### src/rtl/unidade_pc.sv
// unidade_pc - program counter / next-address stage for the 32-bit lab datapath.
//
// Picks the next instruction address from the branch flag of the ULA and the
// decode flags of the control unit. It also sequences halt, the input-wait
// stall and OS preemption (context switch).
//
// Ports:
//   clock, reset           rising-edge clock; synchronous active-high reset
//   igual                  resolved branch condition from the ULA
//   desvio                 conditional branch in flight
//   salto / salto_reg      jump to endereco_imediato / endereco_reg
//   endereco_imediato      jump/branch target
//   endereco_reg           register jump target
//   halt                   halt instruction (only reset leaves PARADO)
//   espera_entrada         input instruction; stall until confirma_entrada
//   confirma_entrada       input confirmation
//   troca_contexto         preemption request
//   pc                     current instruction address
//   pc_salvo               return address captured at the last context switch
//   parado / aguardando    state flags (PARADO / ESPERA)
//   erro_endereco          one-cycle pulse when a taken target is out of range
module unidade_pc #(
    parameter int LARGURA      = 32,
    parameter int PC_INICIAL   = 0,
    parameter int LIMITE_INSTR = 1024,
    parameter int ENDERECO_SO  = 0
) (
    input  logic               clock,
    input  logic               reset,
    input  logic               igual,
    input  logic               desvio,
    input  logic               salto,
    input  logic               salto_reg,
    input  logic [LARGURA-1:0] endereco_imediato,
    input  logic [LARGURA-1:0] endereco_reg,
    input  logic               halt,
    input  logic               espera_entrada,
    input  logic               confirma_entrada,
    input  logic               troca_contexto,
    output logic [LARGURA-1:0] pc,
    output logic [LARGURA-1:0] pc_salvo,
    output logic               parado,
    output logic               aguardando,
    output logic               erro_endereco
);

    localparam logic [LARGURA-1:0] LIMITE  = LARGURA'(LIMITE_INSTR);
    localparam logic [LARGURA-1:0] PC_INI  = LARGURA'(PC_INICIAL);
    localparam logic [LARGURA-1:0] END_SO  = LARGURA'(ENDERECO_SO);

    typedef enum logic [1:0] {
        EXECUTANDO = 2'd0,
        ESPERA     = 2'd1,
        PARADO     = 2'd2
    } estado_t;

    estado_t            estado;
    logic [LARGURA-1:0] pc_inc;
    logic [LARGURA-1:0] pc_mais1;
    logic [LARGURA-1:0] alvo;
    logic               salta;

    // Sequential successor, wrapped at the end of instruction memory.
    always_comb begin
        pc_inc   = pc + LARGURA'(1);
        pc_mais1 = (pc_inc >= LIMITE) ? '0 : pc_inc;
    end

    // salto_reg outranks the immediate forms; salto and a taken branch share
    // the immediate target.
    always_comb begin
        salta = salto_reg | salto | (desvio & igual);
        alvo  = salto_reg ? endereco_reg : endereco_imediato;
    end

    always_ff @(posedge clock) begin
        if (reset) begin
            estado        <= EXECUTANDO;
            pc            <= PC_INI;
            pc_salvo      <= '0;
            parado        <= 1'b0;
            aguardando    <= 1'b0;
            erro_endereco <= 1'b0;
        end else begin
            erro_endereco <= 1'b0;
            case (estado)
                EXECUTANDO: begin
                    if (troca_contexto) begin
                        pc_salvo <= pc_mais1;
                        pc       <= END_SO;
                    end else if (halt) begin
                        estado <= PARADO;
                        parado <= 1'b1;
                    end else if (espera_entrada) begin
                        estado     <= ESPERA;
                        aguardando <= 1'b1;
                    end else if (salta) begin
                        if (alvo >= LIMITE) begin
                            pc            <= '0;
                            erro_endereco <= 1'b1;
                        end else begin
                            pc <= alvo;
                        end
                    end else begin
                        pc <= pc_mais1;
                    end
                end
                ESPERA: begin
                    if (troca_contexto) begin
                        // Save pc itself so the input instruction re-executes.
                        pc_salvo   <= pc;
                        pc         <= END_SO;
                        estado     <= EXECUTANDO;
                        aguardando <= 1'b0;
                    end else if (confirma_entrada) begin
                        pc         <= pc_mais1;
                        estado     <= EXECUTANDO;
                        aguardando <= 1'b0;
                    end
                end
                default: begin
                    // PARADO: frozen until reset.
                end
            endcase
        end
    end

endmodule

### config.mk
export PLATFORM = sky130hd
export DESIGN_NAME = unidade_pc
export DESIGN_NICKNAME = d
export VERILOG_FILES = /design/src/rtl/unidade_pc.sv
export SDC_FILE = /design/constraint.sdc
export NUM_CORES = 1
export LEC_CHECK = 0
export CAP_MARGIN = 5
export CORE_ASPECT_RATIO = 0.75
export CORE_MARGIN = 5
export CORE_UTILIZATION = 39
export DETAILED_ROUTE_END_ITERATION = 8
export GPL_ROUTABILITY_DRIVEN = 0
export PLACE_DENSITY = 0.76
export SYNTH_ARGS = -nofsm -noshare
export SYNTH_HDL_FRONTEND = slang
export SYNTH_SLANG_ARGS = --single-unit
### constraint.sdc
create_clock -name clock -period 5.58 [get_ports clock]
set_input_delay 0.558 -clock clock [delete_from_list [all_inputs] [get_ports clock]]
set_output_delay 0.558 -clock clock [all_outputs]
set_load 0.03 [all_outputs]
**After elaboration in Yosys (flattened, before gate mapping)**

Cells that the tools add are included.

- Shift-type cells: 0
- Multiplexer cells: 26
- Order comparisons: 2
- Reduce and logical (&&, ||, !) cells: 8
- Bitwise logic cells: 6
- $add $sub $neg: 1
- Divide/modulo/power cells: 0
- Equal/unequal tests: 10
- $mul: 0

Operator list:

| kind | number |
|---|---|
| two-way mux 32 bit | 11 |
| case mux 32 bit (2 select lines) | 2 |
| >= comparator 32 x 11 -> 1 bit, second input constant | 2 |
| adder 32 x 1 -> 32 bit, second input constant | 1 |
| != test 3 bit, second input constant | 4 |
| two-way mux 2 bit | 5 |
| != test 2 bit, second input constant | 5 |
| AND reduction 4 bit | 2 |
| two-way mux 1 bit | 6 |
| AND reduction 3 bit | 2 |
| OR reduction 6 bit | 1 |
| AND reduction 5 bit | 1 |
| case mux 2 bit (2 select lines) | 1 |
| inverter 1 bit | 3 |
| equality test 2 x 1 -> 1 bit, second input constant | 1 |
| logical NOT 2 bit | 1 |
| OR 1 bit | 2 |
| case mux 1 bit (2 select lines) | 1 |
| nonzero test 2 bit | 1 |
| bitwise AND 1 bit | 1 |

- Bits in registers: 69
- Input bits: 74
- Bits in latches: 0
- Memory bits (read-only): 0
- RAM bits: 0
- Logic and storage cells: 59
- Memories: 0
- Output and inout port bits: 67

**Logic depth before layout (Yosys ltp)**

Gate-level depths: netlist of run 1.

- Depth in word-level cells: 8
- Depth in mapped cells: 10
- Depth with buffers taken out: 8

**Worst setup path before layout of run 1**

OpenSTA, ideal clock, no wires.

- Kind: register to register
- From: reg pc[5]
- To: reg pc[5]
- Clock period less this slack: 2.783 ns
- Stages on the path, launching flop included: 10
- Path buffers: 2
- Path slack: 2.797 ns
- Required time: 5.500 ns
- Library setup time: 0.080 ns
- Data arrival time: 2.703 ns
- Path through: dfxtp_1 -> buf_2 -> nand3_2 -> or4_4 -> or4_1 -> o21a_1 -> nor4_2 -> buf_4 -> o211ai_1 -> a211oi_2

- Word-level cells in the longest chain between the ends: 8
- Elaborated cells between the ends (all ways): 10
- Classes of those cells: 1 x add/sub; 1 x order compare; 8 x mux

Ends and longest elaborated chain:

| item | line | RTL |
|---|---|---|
| start, declared | 40 | `output logic [LARGURA-1:0] pc,` |
| start signal, assigned | 102 | `pc <= alvo;` |
| start signal, assigned | 105 | `pc <= pc_mais1;` |
| start signal, assigned | 116 | `pc <= pc_mais1;` |
| adder 32 x 1 -> 32 bit * | 65 | `pc_inc = pc + LARGURA'(1);` |
| >= comparator 32 x 11 -> 1 bit | 66 | `pc_mais1 = (pc_inc >= LIMITE) ? '0 : pc_inc;` |
| two-way mux 32 bit * | 66 |  |
| two-way mux 32 bit | 97 | `end else if (salta) begin` |
| two-way mux 32 bit | 94 | `end else if (espera_entrada) begin` |
| two-way mux 32 bit | 91 | `end else if (halt) begin` |
| two-way mux 32 bit | 88 | `if (troca_contexto) begin` |
| case mux 32 bit (2 select lines) * | 86 | `case (estado)` |

Every way passes the cells marked *; elsewhere a longest branch is shown, timed or not. The select of a mux whose other input is x is not followed.
A chain may end at the register's enable or synchronous reset.

**Worst setup path after layout of run 1**

- From: reg estado[0]
- To: reg pc[23]

- Word-level cells in the longest chain between the ends: 3
- Elaborated cells between the ends (all ways): 8
- Classes of those cells: 4 x eq/ne; 1 x mux; 3 x reduce/logical

Ends and longest elaborated chain:

| item | line | RTL |
|---|---|---|
| start, declared | 57 | `estado_t estado;` |
| start signal, assigned | 78 | `estado <= EXECUTANDO;` |
| start signal, assigned | 92 | `estado <= PARADO;` |
| start signal, assigned | 95 | `estado <= ESPERA;` |
| equality test 2 x 1 -> 1 bit / logical NOT 2 bit (equally long branches) | 86 |  |
| != test 3 bit (no source line) / nonzero test 2 bit (equally long branches) | -- |  |
| AND reduction 4 bit (no source line) | -- |  |

Parallel ways exist; a longest one is shown, timed or not.

==> run_results.csv, run 1 <==
group,metric,value,unit
power_and_ir_drop,power_density,231,mW/mm^2
grt,grt_usage,19.9,%
job,drv_cap,0,
layout,fin_cells,705,
setup_path,crit_chain,"buf_4, nor3_1, a21oi_1, a21o_1, nor2b_1, and2_1",
drt,ant_nets,0,
logic_synthesis,synth_edf_count,0,
floorplan,dieArea,0.0114,mm^2
floorplan,num_io_pins,141,
sta,layout_min_cycle_time,3.21,ns
place,port_buffers,140,
setup_path,critPathKind,"flop to flop",
logic_synthesis,synthArstFlopShare,0,%
logic_synthesis,ys_ff_latch,69,
clock_network,numCtsBuffers,9,
logic_synthesis,yosys_warnings,0,
drt,post-route-drc-count,0,
clock_network,cts_resized,0,
clock_network,clk_pin_slew,0.06,ns
floorplan,die_w,122,um
clock_network,root_buffer,"clkbuf_16",
power_and_ir_drop,power,1.25,mW
clock_network,htree_levels,3,
setup_path,crit_family,"simple AND/OR/NAND/NOR gates",
place,place_ws,2.24,ns
power_and_ir_drop,max-vdd-ir-drop,126,uV
sta,tightest_slew,1.15,ns
grt,antenna_found_initial,0,
floorplan,fp-row-count,30,
clock_network,cts_hold_buf,0,
logic_synthesis,synth_flop_cell,"dfxtp_1",
layout,nFillCells,817,
sta,worst_slack,2.37,ns
logic_synthesis,yosysSeqAreaShare,37.9,%
logic_synthesis,syn-instance-count,455,
clock_network,cts_sinks,69,
drt,drtIter0Drc,339,
logic_synthesis,netlist_area,0.00364,mm^2
layout,final_net_count,647,
sta,max_slew_margin,23.0,%
layout,area_growth,48.5,%
drt,dr.pass1.iters,5,
sta,hold_violations,0,
layout,multi_input_area,0.00207,mm^2
setup_path,end_kind,"flop",
grt,grt_overflow,0,
logic_synthesis,ys_types,52,
setup_path,crit_fanout,26,
setup_path,cp_data_arrival_time,3.48,ns
setup_path,slowest_stage,"nor2b_1",
clock_network,post_cts_buffers,0,
drt,vias,3803,
setup_path,r2r_setup_slack,2.37,ns
worst_hold_path,hold_class,"flop to flop",
clock_network,clock_latency,0.33,ns
sta,period_share,57.6,%
floorplan,initial_utilization,40.1,%
layout,ff_latch_area,0.00138,mm^2
place,placed_cell_area,0.00508,mm^2
grt,grt_pass1_wl,18600,um
setup_path,critical_path.max_stage_delay,0.96,ns
place,dp_cells,689,
floorplan,coreArea,0.00908,mm^2
setup_path,cp.depth,6,
sta,setup_tns,0,ns
setup_path,worstRegToRegCells,6,
layout,n_antenna_cell,0,
sta,finalMaxSlewViolations,0,
setup_path,start_kind,"flop",
logic_synthesis,avgSynthCellArea,8.00,um^2
logic_synthesis,syn-num-nets,530,
layout,drive_gt1_share,7.45,%
drt,routedWlPerCell,16.1,um
grt,grt_pass1_vias,3648,
sta,timing.fmax,311,MHz
place,hpwlAfterDp,8330,um
power_and_ir_drop,p_leak,1.78,nW
setup_path,critPathBufInv,1,
layout,final_area,0.00541,mm^2
status,run_status,"finished clean",
worst_hold_path,hold_depth,2,
clock_network,ctsLongestPathBuffers,2,
floorplan,die_y,93.7,um
sta,setup_viol,0,
grt,grt_max_degree,49,
setup_path,cp.required,5.84,ns
drt,avgViaCountPerCell,5.39,
sta,rsz0062_at_grt,"no",
clock_network,cts_tree,"done",
sta,skew,0.00624,ns
drt,drt_wl_total,11300,um
metrics by stage:
stage	hold slack [ns]	utilization [%]
2_1_floorplan	0.580	-
3_3_place_gp	0.440	55.9
3_5_place_dp	0.442	55.9
4_1_cts	0.451	59.6
5_1_grt	0.475	59.6
6_report	0.449	59.6
final timing paths:
| check | from | end |
|---|---|---|
| worst max-delay path | estado[0]$_SDFFE_PP0P_ | pc[23]$_SDFFE_PP0P_ |
| worst min-delay path | pc_salvo[29]$_SDFFE_PP0P_ | pc_salvo[29]$_SDFFE_PP0P_ |
| worst max register to register | estado[0]$_SDFFE_PP0P_ | pc[23]$_SDFFE_PP0P_ |
| worst min register to register | pc_salvo[29]$_SDFFE_PP0P_ | pc_salvo[29]$_SDFFE_PP0P_ |
cells in the final DEF (no fill, tap or decap), drive strengths merged, types with 9 or more instances in the layout:
master / instances
nand4: 20
nor4: 17
clkbuf: 10
a21oi: 43
nor2: 25
a22oi: 9
clkdlybuf4s50: 139
dfxtp: 69
nor3: 12
xnor2: 11
and2: 28
inv: 10
a211oi: 9
nand2: 46
nand3: 41
state kept, by name, indices dropped and copies added (netlist names):
signal and count:
estado 2, pc_salvo 32, pc 32, aguardando 1, parado 1, erro_endereco 1
report_power, final:
part / switching [mW] / internal (mW)
Sequential: 0.00573 / 0.497
Clock: 0.220 / 0.407
Combinational: 0.0557 / 0.0659
Total: 0.281 / 0.970
cell usage after synthesis (all sizes together) (3+ instances only):
| library cell | instances | area share [%] |
|---|---|---|
| xnor2 | 11 | 2.6 |
| and4 | 3 | 0.72 |
| or3 | 3 | 0.52 |
| o2111ai | 5 | 1.2 |
| nand3 | 41 | 5.8 |
| a21oi | 43 | 5.9 |
| nor2 | 25 | 2.6 |
| mux2i | 5 | 1.4 |
| o211ai | 5 | 1.0 |
| buf | 11 | 1.7 |
| mux2 | 8 | 2.5 |
| inv | 8 | 0.82 |
| nor4 | 17 | 3.3 |
| and2 | 28 | 4.8 |
| nand4 | 20 | 3.6 |
| dfxtp | 69 | 38 |
| o21a | 3 | 0.62 |
| nor2b | 4 | 0.69 |
| nand2b | 3 | 0.52 |
| o21ai | 3 | 0.41 |
| a211oi | 9 | 2.5 |
| clkbuf | 28 | 2.9 |
| a31oi | 8 | 1.4 |
| a22oi | 9 | 1.9 |
| or4 | 5 | 1.1 |
| nand2 | 46 | 4.7 |
| nand4b | 3 | 0.72 |
| nor3 | 12 | 1.6 |
kinds of logic after synthesis:
group / share of synthesized area, %
compound gates: 18.3
xor+xnor: 2.65
fa+ha+maj: 0.343
buf+inv: 5.43
flops: 37.9
mux: 3.85
simple gates: 31.5
per-layer routing:
metal | wire length, um | up-vias | part of all wire [%] | global-route usage [%]
li1 | - | 1903 | - | -
met1 | 5220 | 1762 | 46 | 28.4
met2 | 5320 | 126 | 47 | 31.0
met3 | 657 | 12 | 5.8 | 3.85
met4 | 119 | 0 | 1.1 | 4.85
met5 | 0 | - | 0 | 0
final cells by class:
cell class,count,area share (%)
multi-input cells,339,38.3
inverters,8,0.555
repair buffers,145,26.5
clock buffers,10,4.42
well taps,128,2.96
clock inverters,6,1.73
flip-flops and latches,69,25.5
worst reg2reg max path, cell delays in order, from the launching register on:
cell and delay, ns:
dfxtp_1 0.78, buf_4 0.40, nor3_1 0.09, a21oi_1 0.26
a21o_1 0.42, nor2b_1 0.96, and2_1 0.25
No activity file was read; power rests on OpenSTA's default activity.
==> run 2, diff against run 1 <==
==> constraint.sdc (replaced) <==
create_clock -name clock -period 3.2 [get_ports clock]
set_input_delay 0.32 -clock clock [delete_from_list [all_inputs] [get_ports clock]]
set_output_delay 0.32 -clock clock [all_outputs]
set_load 0.03 [all_outputs]
==> run_results.csv, run 2 (synthesis gave the netlist of run 1 again) <==
group,metric,value,unit
clock_network,root_buffer,"clkbuf_16",
drt,routedWlPerCell,16.5,um
grt,grt_pass1_vias,3869,
sta,tightest_slew,0.958,ns
power_and_ir_drop,p_leak,1.83,nW
drt,avgViaCountPerCell,5.47,
layout,n_antenna_cell,0,
setup_path,crit_chain,"ha_1, nand4_1, or3_1, a2111oi_0, o211ai_1, nor4_2, buf_4, o211ai_1, a211oi_2",
worst_hold_path,hold_end,"pc_salvo[26]$_SDFFE_PP0P_",
layout,area_growth,50.5,%
floorplan,die_w,122,um
grt,grt_overflow,0,
clock_network,cts_hold_buf,0,
power_and_ir_drop,power_density,395,mW/mm^2
drt,drt_wl_total,11800,um
floorplan,initial_utilization,40.1,%
power_and_ir_drop,swShare,22.9,%
sta,rsz0062_at_grt,"no",
grt,grt_pass1_wl,18900,um
job,drv_cap,0,
sta,max_slew_margin,36.2,%
power_and_ir_drop,internal_power,1.67,mW
setup_path,r2r_setup_slack,0.32,ns
sta,period_share,90.0,%
sta,setup_viol,0,
floorplan,fp-row-count,30,
drt,drtIter0Drc,330,
setup_path,r2r-end,"pc[5]$_SDFFE_PP0P_",
power_and_ir_drop,power.switching,0.496,mW
setup_path,crit_family,"simple AND/OR/NAND/NOR gates",
worst_hold_path,hold_class,"flop to flop",
setup_path,start_kind,"flop",
floorplan,dieArea,0.0114,mm^2
sta,skew,0.00817,ns
setup_path,end_kind,"flop",
sta,timing.fmax,347,MHz
setup_path,critPathBufInv,1,
floorplan,coreArea,0.00908,mm^2
layout,drive_gt1_share,9.18,%
sta,layout_min_cycle_time,2.88,ns
setup_path,cp.required,3.44,ns
worst_hold_path,hp-start,"pc_salvo[26]$_SDFFE_PP0P_",
grt,antenna_found_initial,0,
power_and_ir_drop,power_frac_clock,49.4,%
sta,finalMaxSlewViolations,0,
grt,grt_usage,20.3,%
worst_hold_path,hold_depth,2,
power_and_ir_drop,max-vdd-ir-drop,221,uV
clock_network,cts_sinks,69,
layout,nFillCells,829,
clock_network,numCtsBuffers,9,
drt,vias,3919,
place,hpwlAfterDp,8590,um
clock_network,cts_tree,"done",
setup_path,worstRegToRegCells,9,
setup_path,cp_data_arrival_time,3.12,ns
clock_network,post_cts_buffers,0,
sta,hold_violations,0,
clock_network,htree_levels,3,
setup_path,r2r-start,"pc[0]$_SDFFE_PP0P_",
layout,multi_input_area,0.00207,mm^2
setup_path,crit_fanout,20,
place,port_buffers,140,
clock_network,ctsLongestPathBuffers,2,
drt,post-route-drc-count,0,
grt,grt_max_degree,49,
layout,final_net_count,658,
layout,ff_latch_area,0.00138,mm^2
layout,reg.largest.list,"pc: 32 flops, pc_salvo: 32 flops, estado: 2 flops",
sta,hold_ws,0.453,ns
setup_path,slowest_stage,"or3_1",
layout,layout_common_cells,"clkdlybuf4s50_1, dfxtp_1, nand2_1",
setup_path,crit_top_cell,"o211ai_1",
floorplan,die_y,93.7,um
floorplan,num_io_pins,141,
drt,ant_nets,0,
setup_path,critical_path.max_stage_delay,0.48,ns
status,run_status,"finished clean",
clock_network,clk_pin_slew,0.06,ns
sta,worst_slack,0.321,ns
clock_network,cts_resized,0,
layout,layout_commonest_cell,"clkdlybuf4s50_1",
place,place_ws,0.397,ns
sta,setup_tns,0,ns
setup_path,critPathKind,"flop to flop",
power_and_ir_drop,pwr-share-comb,10.2,%
power_and_ir_drop,seq_power_share,40.3,%
drt,dr.pass1.iters,5,
clock_network,clock_latency,0.33,ns
[run 2: changes by cell type in the layout (fill, tap and decap cells not counted)]
cell,before,now
clkinvlp_4,1,0
clkinv_2,0,2
buf_4,5,16
clkbuf_8,1,0
[run 2: metal layers]
| layer | global-route usage (%) | vias up | part of all wire [%] |
|---|---|---|---|
| met3 | 4.58 | 12 | 6.8 |
| met5 | 0 | - | 0 |
| li1 | - | 1928 | - |
| met2 | 32.4 | 154 | 47 |
| met4 | 4.85 | 0 | 0.99 |
| met1 | 27.9 | 1825 | 45 |
[run 2: worst register-to-register path, stage by stage (launching register included)]
cell and delay [ns]:
dfxtp_1 0.47, ha_1 0.28, nand4_1 0.25, or3_1 0.49, a2111oi_0 0.31, o211ai_1 0.14
nor4_2 0.22, buf_4 0.28, o211ai_1 0.15, a211oi_2 0.20
[run 2: final cells by class]
class	count	share of cell area (%)
multi-input cells	339	37.8
repair buffers	156	27.7
flip-flops and latches	69	25.2
clock buffers	9	4.11
well taps	128	2.92
clock inverters	7	1.76
inverters	8	0.548
[run 2: stage by stage]
| step | cells | power (mW) | area, um^2 | utilization, % |
|---|---|---|---|---|
| after floorplan | 455 | 0.984 | 3640 | - |
| after global placement | 700 | 1.11 | 5160 | 56.8 |
| after detailed placement | 700 | 1.11 | 5160 | 56.8 |
| after CTS | 716 | 2.18 | 5480 | 60.3 |
| after global routing | 716 | 2.24 | 5480 | 60.3 |
| final | 716 | 2.17 | 5480 | 60.3 |
[run 2: worst max path at each step]
stage                     cells past startpoint                       end               start
final                                         9        pc[5]$_SDFFE_PP0P_  pc[0]$_SDFFE_PP0P_
after global routing                          9  pc_salvo[3]$_SDFFE_PP0P_  pc[0]$_SDFFE_PP0P_
after CTS                                     9        pc[5]$_SDFFE_PP0P_  pc[0]$_SDFFE_PP0P_
after detailed placement                      8  pc_salvo[4]$_SDFFE_PP0P_  pc[5]$_SDFFE_PP0P_
after global placement                        8  pc_salvo[3]$_SDFFE_PP0P_  pc[5]$_SDFFE_PP0P_
after floorplan                               9        pc[5]$_SDFFE_PP0P_  pc[5]$_SDFFE_PP0P_
[run 2: power by group through the flow]
stage / clock [mW] / combinational, mW / sequential [mW]
after global placement: 0 / 0.216 / 0.892
after floorplan: 0 / 0.0814 / 0.902
after detailed placement: 0 / 0.221 / 0.893
final: 1.07 / 0.222 / 0.874
after CTS: 1.09 / 0.222 / 0.874
after global routing: 1.13 / 0.237 / 0.875
